$ cat src/rtl/d_ff_pkg.sv
// rtl/d_ff_pkg.sv - shared constants and helpers for the D-register pipeline
package d_ff_pkg;

  localparam int DEF_WIDTH = 8;
  localparam int DEF_DEPTH = 4;

  // Ceiling log2, never less than 1 so a counter always has at least one bit
  function automatic int clog2(input int n);
    int r;
    r = 0;
    for (int i = 0; i < 31; i++) begin
      if ((1 << r) < n) r++;
    end
    return (r < 1) ? 1 : r;
  endfunction

endpackage

$ cat src/rtl/d_ff_stage.sv
// rtl/d_ff_stage.sv - one valid+data register stage with load, drain and clear
module d_ff_stage #(
  parameter int               WIDTH     = 8,
  parameter logic [WIDTH-1:0] RESET_VAL = '0
) (
  input  logic             clk,
  input  logic             rst_n,
  input  logic             clr,
  input  logic             load,
  input  logic             drain,
  input  logic [WIDTH-1:0] d,
  output logic             valid,
  output logic [WIDTH-1:0] q
);

  // Load wins over drain so a stage can hand off and refill on the same edge;
  // data only changes on a load so idle stages never toggle.
  always_ff @(posedge clk or negedge rst_n) begin
    if (!rst_n) begin
      valid <= 1'b0;
      q     <= RESET_VAL;
    end else if (clr) begin
      valid <= 1'b0;
      q     <= RESET_VAL;
    end else if (load) begin
      valid <= 1'b1;
      q     <= d;
    end else if (drain) begin
      valid <= 1'b0;
    end
  end

endmodule

$ cat src/rtl/d_ff_pipe.sv
// rtl/d_ff_pipe.sv - DEPTH-stage valid/ready register pipeline with bubble collapse
module d_ff_pipe
  import d_ff_pkg::*;
#(
  parameter int               WIDTH     = DEF_WIDTH,
  parameter int               DEPTH     = DEF_DEPTH,
  parameter logic [WIDTH-1:0] RESET_VAL = '0,
  localparam int              CNT_W     = clog2(DEPTH + 1)
) (
  input  logic             clk,
  input  logic             rst_n,
  input  logic             clr,
  input  logic             in_valid,
  input  logic [WIDTH-1:0] in_data,
  output logic             in_ready,
  output logic             out_valid,
  output logic [WIDTH-1:0] out_data,
  input  logic             out_ready,
  output logic [CNT_W-1:0] count
);

  logic [DEPTH-1:0] valid;
  logic [DEPTH-1:0] adv;
  logic [DEPTH-1:0] load;
  logic [WIDTH-1:0] data [DEPTH];
  logic             push;
  logic             pop;

  // Advance chain runs from the head backwards: a stage moves on if the next
  // slot is empty or is itself moving, which is what collapses bubbles.
  always_comb begin
    adv = '0;
    adv[DEPTH-1] = valid[DEPTH-1] & out_ready;
    for (int i = DEPTH - 2; i >= 0; i--) begin
      adv[i] = valid[i] & (~valid[i+1] | adv[i+1]);
    end
  end

  assign in_ready  = ~valid[0] | adv[0];
  assign push      = in_valid & in_ready;
  assign pop       = adv[DEPTH-1];
  assign out_valid = valid[DEPTH-1];
  assign out_data  = data[DEPTH-1];

  for (genvar i = 0; i < DEPTH; i++) begin : g_stage
    if (i == 0) begin : g_head
      assign load[i] = push;
      d_ff_stage #(.WIDTH(WIDTH), .RESET_VAL(RESET_VAL)) u_stage (
        .clk   (clk),
        .rst_n (rst_n),
        .clr   (clr),
        .load  (load[i]),
        .drain (adv[i]),
        .d     (in_data),
        .valid (valid[i]),
        .q     (data[i])
      );
    end else begin : g_body
      assign load[i] = adv[i-1];
      d_ff_stage #(.WIDTH(WIDTH), .RESET_VAL(RESET_VAL)) u_stage (
        .clk   (clk),
        .rst_n (rst_n),
        .clr   (clr),
        .load  (load[i]),
        .drain (adv[i]),
        .d     (data[i-1]),
        .valid (valid[i]),
        .q     (data[i])
      );
    end
  end

  // Occupancy tracks push/pop; a simultaneous push and pop leaves it unchanged.
  always_ff @(posedge clk or negedge rst_n) begin
    if (!rst_n) begin
      count <= '0;
    end else if (clr) begin
      count <= '0;
    end else if (push && !pop) begin
      count <= count + CNT_W'(1);
    end else if (pop && !push) begin
      count <= count - CNT_W'(1);
    end
  end

endmodule

$ cat config.mk
export PLATFORM = sky130hd
export DESIGN_NAME = d_ff_pipe
export DESIGN_NICKNAME = d
export VERILOG_FILES = /design/src/rtl/d_ff_pkg.sv /design/src/rtl/d_ff_stage.sv /design/src/rtl/d_ff_pipe.sv
export SDC_FILE = /design/constraint.sdc
export NUM_CORES = 1
export LEC_CHECK = 0
export CAP_MARGIN = 20
export CELL_PAD_IN_SITES_DETAIL_PLACEMENT = 1
export CELL_PAD_IN_SITES_GLOBAL_PLACEMENT = 1
export CORE_ASPECT_RATIO = 1.75
export CORE_MARGIN = 5
export CORE_UTILIZATION = 45
export CTS_BUF_LIST = sky130_fd_sc_hd__clkbuf_4
export DETAILED_ROUTE_END_ITERATION = 8
export PLACE_DENSITY = 0.84
export SYNTH_ARGS = -nofsm -noshare
export SYNTH_HDL_FRONTEND = slang
export SYNTH_SLANG_ARGS = --single-unit
$ cat constraint.sdc
create_clock -name clk -period 6.25 [get_ports clk]
set_input_delay 1.5625 -clock clk [delete_from_list [all_inputs] [get_ports clk]]
set_output_delay 1.5625 -clock clk [all_outputs]
set_load 0.01 [all_outputs]
==> reports/results.txt, run 1 <==
Number of inserted diodes - 0
Clock tree buffer depth - 2
GR Util All Layers - 15.17%
Sum Neg Setup Slack - 0 ps
Clock Latency Late Sink - 350 ps
DR iter-0 viols - 15
Chip Height - 93.74 microns
Hold Buf Count CTS - 0
Post-Syn Area - 0.001803 sq mm
Worst Setup End Kind - output pin
Multiplexer area fraction after synthesis - 6.315%
Ys async rst share - 100.0%
Vias in the first global route - 1378
Clock Skews - 17.22 ps
Worst R2R End - count[2]
Dominant cell type by area after synthesis - dfrtp_1
Worst ir drop on vdd - 0.2284 mV
Complex-gate fraction of the synthesized area - 15.82%
Commonest cells post-synth - 39 x dfrtp_1, 17 x nand2b_1, 16 x a22o_1, 13 x a21oi_1
Post-synthesis adder-cell area fraction - 1.110%
Die X - 57.85 microns
Setup crit start kind - primary input
Placement Rows - 30
Count of final hold-check violations - 0
Synthesized Nets - 172
Power Density - 229.1 mW/mm^2
Hold path depth - 1
Die area - 0.005423 sq mm
First-pass GRT wire length - 6272 microns
CTS Buf Count - 5
Initial Util - 46.63%
Largest family of logic cells by synthesized area - simple AND/OR/NAND/NOR gates
H-tree depth - 2
Synth cell types - 28
Simple-gate share of the synthesized area - 16.03%
TritonCTS clock tree - done
Crit path max fanout - 11
Met2 GRT Util - 27.26%
Setup repair after global routing missed its margin - false
Dpl hpwl - 2772 microns
DRC - 0
Critical Path RT - 4690 ps
Cell with the most instances after synthesis - dfrtp_1
Post-CTS Resized - 0
Root buf cell - clkbuf_4
Worst Hold Launch - g_stage[1].g_body.u_stage.q[0]
Ys Warns - 0
Ys flop type - dfrtp_1
Antenna viol nets, final - 0
R2R Setup Slk - 3930 ps
Max-Cap Viols - 0
# clock sinks - 39
Synth top area share - 54.13%
Drt total wl - 3647 microns
Placeable Area - 0.003866 sq mm
Mean post-synth cell area - 11.41 sq um
Slew @ Worst Pin - 513.9 ps
Clock-pin slew on the worst setup and hold paths - 120 ps
I/O Pins - 26
Synth top area cells - dfrtp_1 54%, a22o_1 7.8%, nand2b_1 5.9%, mux2i_1 4.4%, buf_4 3.7%
Routed vias - 1247
Max Transition Viols Final - 0
Synth-to-layout area growth - 16.86%
Met1 Use GR - 16.10%
Setup Fix Bufs, Post-CTS - 0
Period Utilization, post-route - 76.91%
Post-synthesis sequential area ratio - 54.13%
# setup viols final - 0
Placed Area - 0.002032 sq mm
WL per Instance - 16.21 microns
Most used routing layer - met2
DR pass1 iterations - 3
WS Path Type - in2out
Design area - 0.002107 sq mm
Post-synthesis register bit count - 39
Run status - finished, final reports clean
CP arrival - 3240 ps
Post-Synthesis Cells - 158
Fmax - 0.2080 GHz
Hold Crit Class - reg2reg
Worst Slack Setup Final - 1443 ps
Remaining Overflow, GRT - 0
Routability Congestion - 0.7656
Met3 usage - 4.677%
Final net count - 191
Post-Synth XOR/XNOR Area - 0%
R2R Path Start - g_stage[2].g_body.u_stage.valid
Pin count of the biggest net entering global routing - 40
FF-to-FF path depth - 6
Post-synth EDFFs - 0
Tmin final - 4807 ps
Static Leak - 0.9146 nW
Util after Layout - 54.50%
Initial antenna violation count - 0
Via density - 5.542
Share of layout cells above drive strength 1 - 9.040%
Slew headroom - 65.74%
Pre-CTS WS - 1436 ps
Port bufs - 25
WHS Endpoint - g_stage[2].g_body.u_stage.q[0]
-- worst max-delay path by stage --
stage	from	to	slack, ps	cells past startpoint
detailed placement	out_ready	in_ready	1440	4
CTS	out_ready	in_ready	1430	4
global placement	out_ready	in_ready	1490	4
floorplan	out_ready	in_ready	2560	3
finish	out_ready	in_ready	1440	4
global route	out_ready	in_ready	1350	4
-- critical path: stages --
cell             delay (ps)
clkdlybuf4s50_1         520
nand2b_1                360
or2_1                   310
clkdlybuf4s50_1         480
-- through the flow --
stage          std cells  power [mW]  hold WS (ps)
2_1_floorplan        158      0.2987         466.9
3_3_place_gp         218      0.3211         483.9
3_5_place_dp         218      0.3263         485.6
4_1_cts              225      0.4893         510.0
5_1_grt              225      0.5053         528.6
6_report             225      0.4828         504.0
-- report_power, final --
part | switching, mW | total, mW | internal [mW]
clock | 0.0803 | 0.162 | 0.0820
combinational | 0.0276 | 0.0536 | 0.0260
sequential | 0.00658 | 0.267 | 0.260
total | 0.114 | 0.483 | 0.368
-- area by class of cell --
class,count,area (sq um)
clock inverter,2,37.54
sequential,39,975.9
clock buffer,5,37.54
multi-input combinational,98,708.2
tap,48,60.06
fill,429,1759
inverter,6,22.52
timing repair buffer,27,265.3
-- cell usage in the layout (no fill, tap or decap), types with 3 or more instances in the layout --
cell type         n
mux2i_1           8
a22o_1           16
clkdlybuf4s50_1  25
inv_1             6
nor2_1            5
dfrtp_1          39
nand3_1           9
nand2b_1         17
clkbuf_4          5
a21oi_1          13
mux2_2            3
o21ai_0           8
-- kinds of logic after synthesis --
kind of cell    after synthesis
flops                        39
mux                          11
compound gates               42
simple gates                 44
buf+inv                      21
fa+ha+maj                     1
-- layer usage --
metal,vias to the layer above,routed length [microns]
met5,-,0
li1,592,-
met1,630,1384
met2,20,2087
met3,5,120
met4,0,55
-- state kept, by name, indices dropped and copies added, names as in the netlist --
signal,cells
g_stage.g_head.u_stage.valid,1
g_stage.g_body.u_stage.q,24
g_stage.g_body.u_stage.valid,3
g_stage.g_head.u_stage.q,8
count,3
Power figures use the tool's default switching activity.
==> run 2, diff against run 1 <==
--- a/config.mk
+++ b/config.mk
@@ -10,10 +10,10 @@
 export CELL_PAD_IN_SITES_GLOBAL_PLACEMENT = 1
 export CORE_ASPECT_RATIO = 1.75
 export CORE_MARGIN = 5
-export CORE_UTILIZATION = 45
+export CORE_UTILIZATION = 44
 export CTS_BUF_LIST = sky130_fd_sc_hd__clkbuf_4
 export DETAILED_ROUTE_END_ITERATION = 8
-export PLACE_DENSITY = 0.84
+export PLACE_DENSITY = 0.83
 export SYNTH_ARGS = -nofsm -noshare
 export SYNTH_HDL_FRONTEND = slang
 export SYNTH_SLANG_ARGS = --single-unit
==> constraint.sdc (replaced) <==
create_clock -name clk -period 4.95 [get_ports clk]
set_input_delay 1.2375 -clock clk [delete_from_list [all_inputs] [get_ports clk]]
set_output_delay 1.2375 -clock clk [all_outputs]
set_load 0.01 [all_outputs]
==> run 2 against run 1 <==
Clock power rose by 65%. Cell area is 2.4% higher. Hold slack better by 16 ps. Power increased by 40%. Die area grew 2.0%. Flip-flop and latch count did not move. Critical path depth unchanged. Largest power group unchanged. Clock-buffer cell count is 1 higher. First-iteration DRC count up 40%. Via count increased by 2.4%. Sequential share of layout area is 1.1 points lower.
==> reports/results.txt, run 2 (synthesis results as in run 1) <==
Commonest non-fill, non-tap cells in the layout - 39 x dfrtp_1, 25 x clkdlybuf4s50_1, 17 x nand2b_1, 16 x a22o_1, 13 x a21oi_1
Static Leak - 0.9410 nW
Met3 routed WL - 151 microns
CP Cell Sequence - clkdlybuf4s50_1 > nand2b_1 > or2_1 > clkdlybuf4s50_1
Die X - 58.39 microns
Port bufs - 25
Root buf cell - clkbuf_4
Slew @ Worst Pin - 669.7 ps
Worst R2R End - count[2]
Clock-pin slew on the worst setup and hold paths - 120 ps
First-pass GRT wire length - 6492 microns
R2R Setup Slk - 2610 ps
Dpl hpwl - 2930 microns
Final net count - 191
TritonCTS clock tree - done
# setup viols final - 0
Routed vias - 1277
Largest register FFs - 24
Power Density - 312.6 mW/mm^2
Cell with the most instances on the worst path - clkdlybuf4s50_1
CP arrival - 2940 ps
Max-Cap Viols - 0
Setup repair after global routing missed its margin - false
Die area - 0.005528 sq mm
Share of layout cells above drive strength 1 - 9.551%
Number of inserted diodes - 0
Fmax - 0.2395 GHz
I/O Pins - 26
Routability Congestion - 0.7122
Pin count of the biggest net entering global routing - 40
Worst ir drop on vdd - 0.3067 mV
Synth-to-layout area growth - 19.64%
Critical Path RT - 3710 ps
R2R Path Start - g_stage[2].g_body.u_stage.valid
Worst Setup End Kind - output pin
Largest regs - g_stage.g_body.u_stage.q x24, g_stage.g_head.u_stage.q x8
Top sig layer - met4
Sum Neg Setup Slack - 0 ps
Max Transition Viols Final - 0
Setup Fix Bufs, Post-CTS - 0
Post-CTS Resized - 0
Initial Util - 45.75%
Worst setup startpoint - out_ready
Vias in the first global route - 1383
WL per Instance - 17.43 microns
Largest Register - g_stage.g_body.u_stage.q
Clock Skews - 13.56 ps
Clock Latency Late Sink - 350 ps
WHS - 519.8 ps
Chip Height - 94.68 microns
Hold Crit Class - reg2reg
Multi-input gate area - 708.2 sq um
CTS Buf Count - 5
Clock tree buffer depth - 2
Hold Buf Count CTS - 0
Count of final hold-check violations - 0
Antenna viol nets, final - 0
Placement Rows - 30
Sequential cell area - 975.9 sq um
GR Util All Layers - 15.44%
Drt total wl - 3940 microns
Overall Power - 0.6742 mW
Slowest-stage cell, CP - clkdlybuf4s50_1
Setup crit start kind - primary input
# clock sinks - 39
Placeable Area - 0.003941 sq mm
Tmin final - 4176 ps
Run status - finished, final reports clean
WS Path Type - in2out
Hold path depth - 1
Worst Hold Launch - g_stage[0].g_head.u_stage.q[1]
Via density - 5.650
WHS Endpoint - g_stage[1].g_body.u_stage.q[1]
FF-to-FF path depth - 6
H-tree depth - 2
Routed wl met2 - 2318 microns
Largest stage delay, worst path - 580 ps
Crit path max fanout - 11
DR iter-0 viols - 21
Period Utilization, post-route - 84.37%
Initial antenna violation count - 0
DR pass1 iterations - 4
Slew headroom - 55.21%
Filler instances - 421
Leading cell type in the layout, fill and taps excluded - dfrtp_1
Remaining Overflow, GRT - 0
M1 WL - 1424 microns
DRC - 0
run 2: layer usage:
layer | vias to the layer above | track usage [%]
met5 | - | 0
met4 | 0 | 6.190
met3 | 4 | 3.283
met2 | 23 | 29.48
met1 | 658 | 15.55
li1 | 592 | -
run 2: worst max-delay path, delay by kind of cell:
kind                   cells  cell delay [ps]
and+or+nand+nor            2              580
buffers and inverters      2             1120
run 2: worst max-delay path by stage:
| stage | endpoint | slack [ps] | cells after the start |
|---|---|---|---|
| final | in_ready | 770 | 4 |
| after global routing | in_ready | 680 | 4 |
| after global placement | in_ready | 840 | 4 |
| after floorplan | in_ready | 1910 | 3 |
| after CTS | in_ready | 770 | 4 |
| after detailed placement | in_ready | 780 | 4 |
run 2: area by class of cell:
| type | instances | share of cell area [%] |
|---|---|---|
| Clock buffer | 6 | 2.088 |
| Multi-Input combinational cell | 98 | 32.83 |
| Clock inverter | 2 | 2.784 |
| Inverter | 6 | 1.044 |
| Tap cell | 48 | 2.784 |
| Sequential cell | 39 | 45.24 |
| Timing Repair Buffer | 27 | 13.23 |
run 2: where the power goes:
| group | total (mW) | internal (mW) | switching [mW] | leakage [nW] |
|---|---|---|---|---|
| logic | 0.0696 | 0.0345 | 0.0351 | 0.351 |
| clock network | 0.268 | 0.163 | 0.105 | 0.0559 |
| registers | 0.337 | 0.329 | 0.00823 | 0.534 |
run 2: through the flow:
stage	cell area [sq um]	instances	worst slack (ps)	utilization [%]
after CTS	2157	226	766.9	54.73
after detailed placement	2052	218	780.5	52.06
after global routing	2157	226	676.7	54.73
after floorplan	1803	158	1905	-
final	2157	226	773.9	54.73
after global placement	2024	217	844.2	51.37
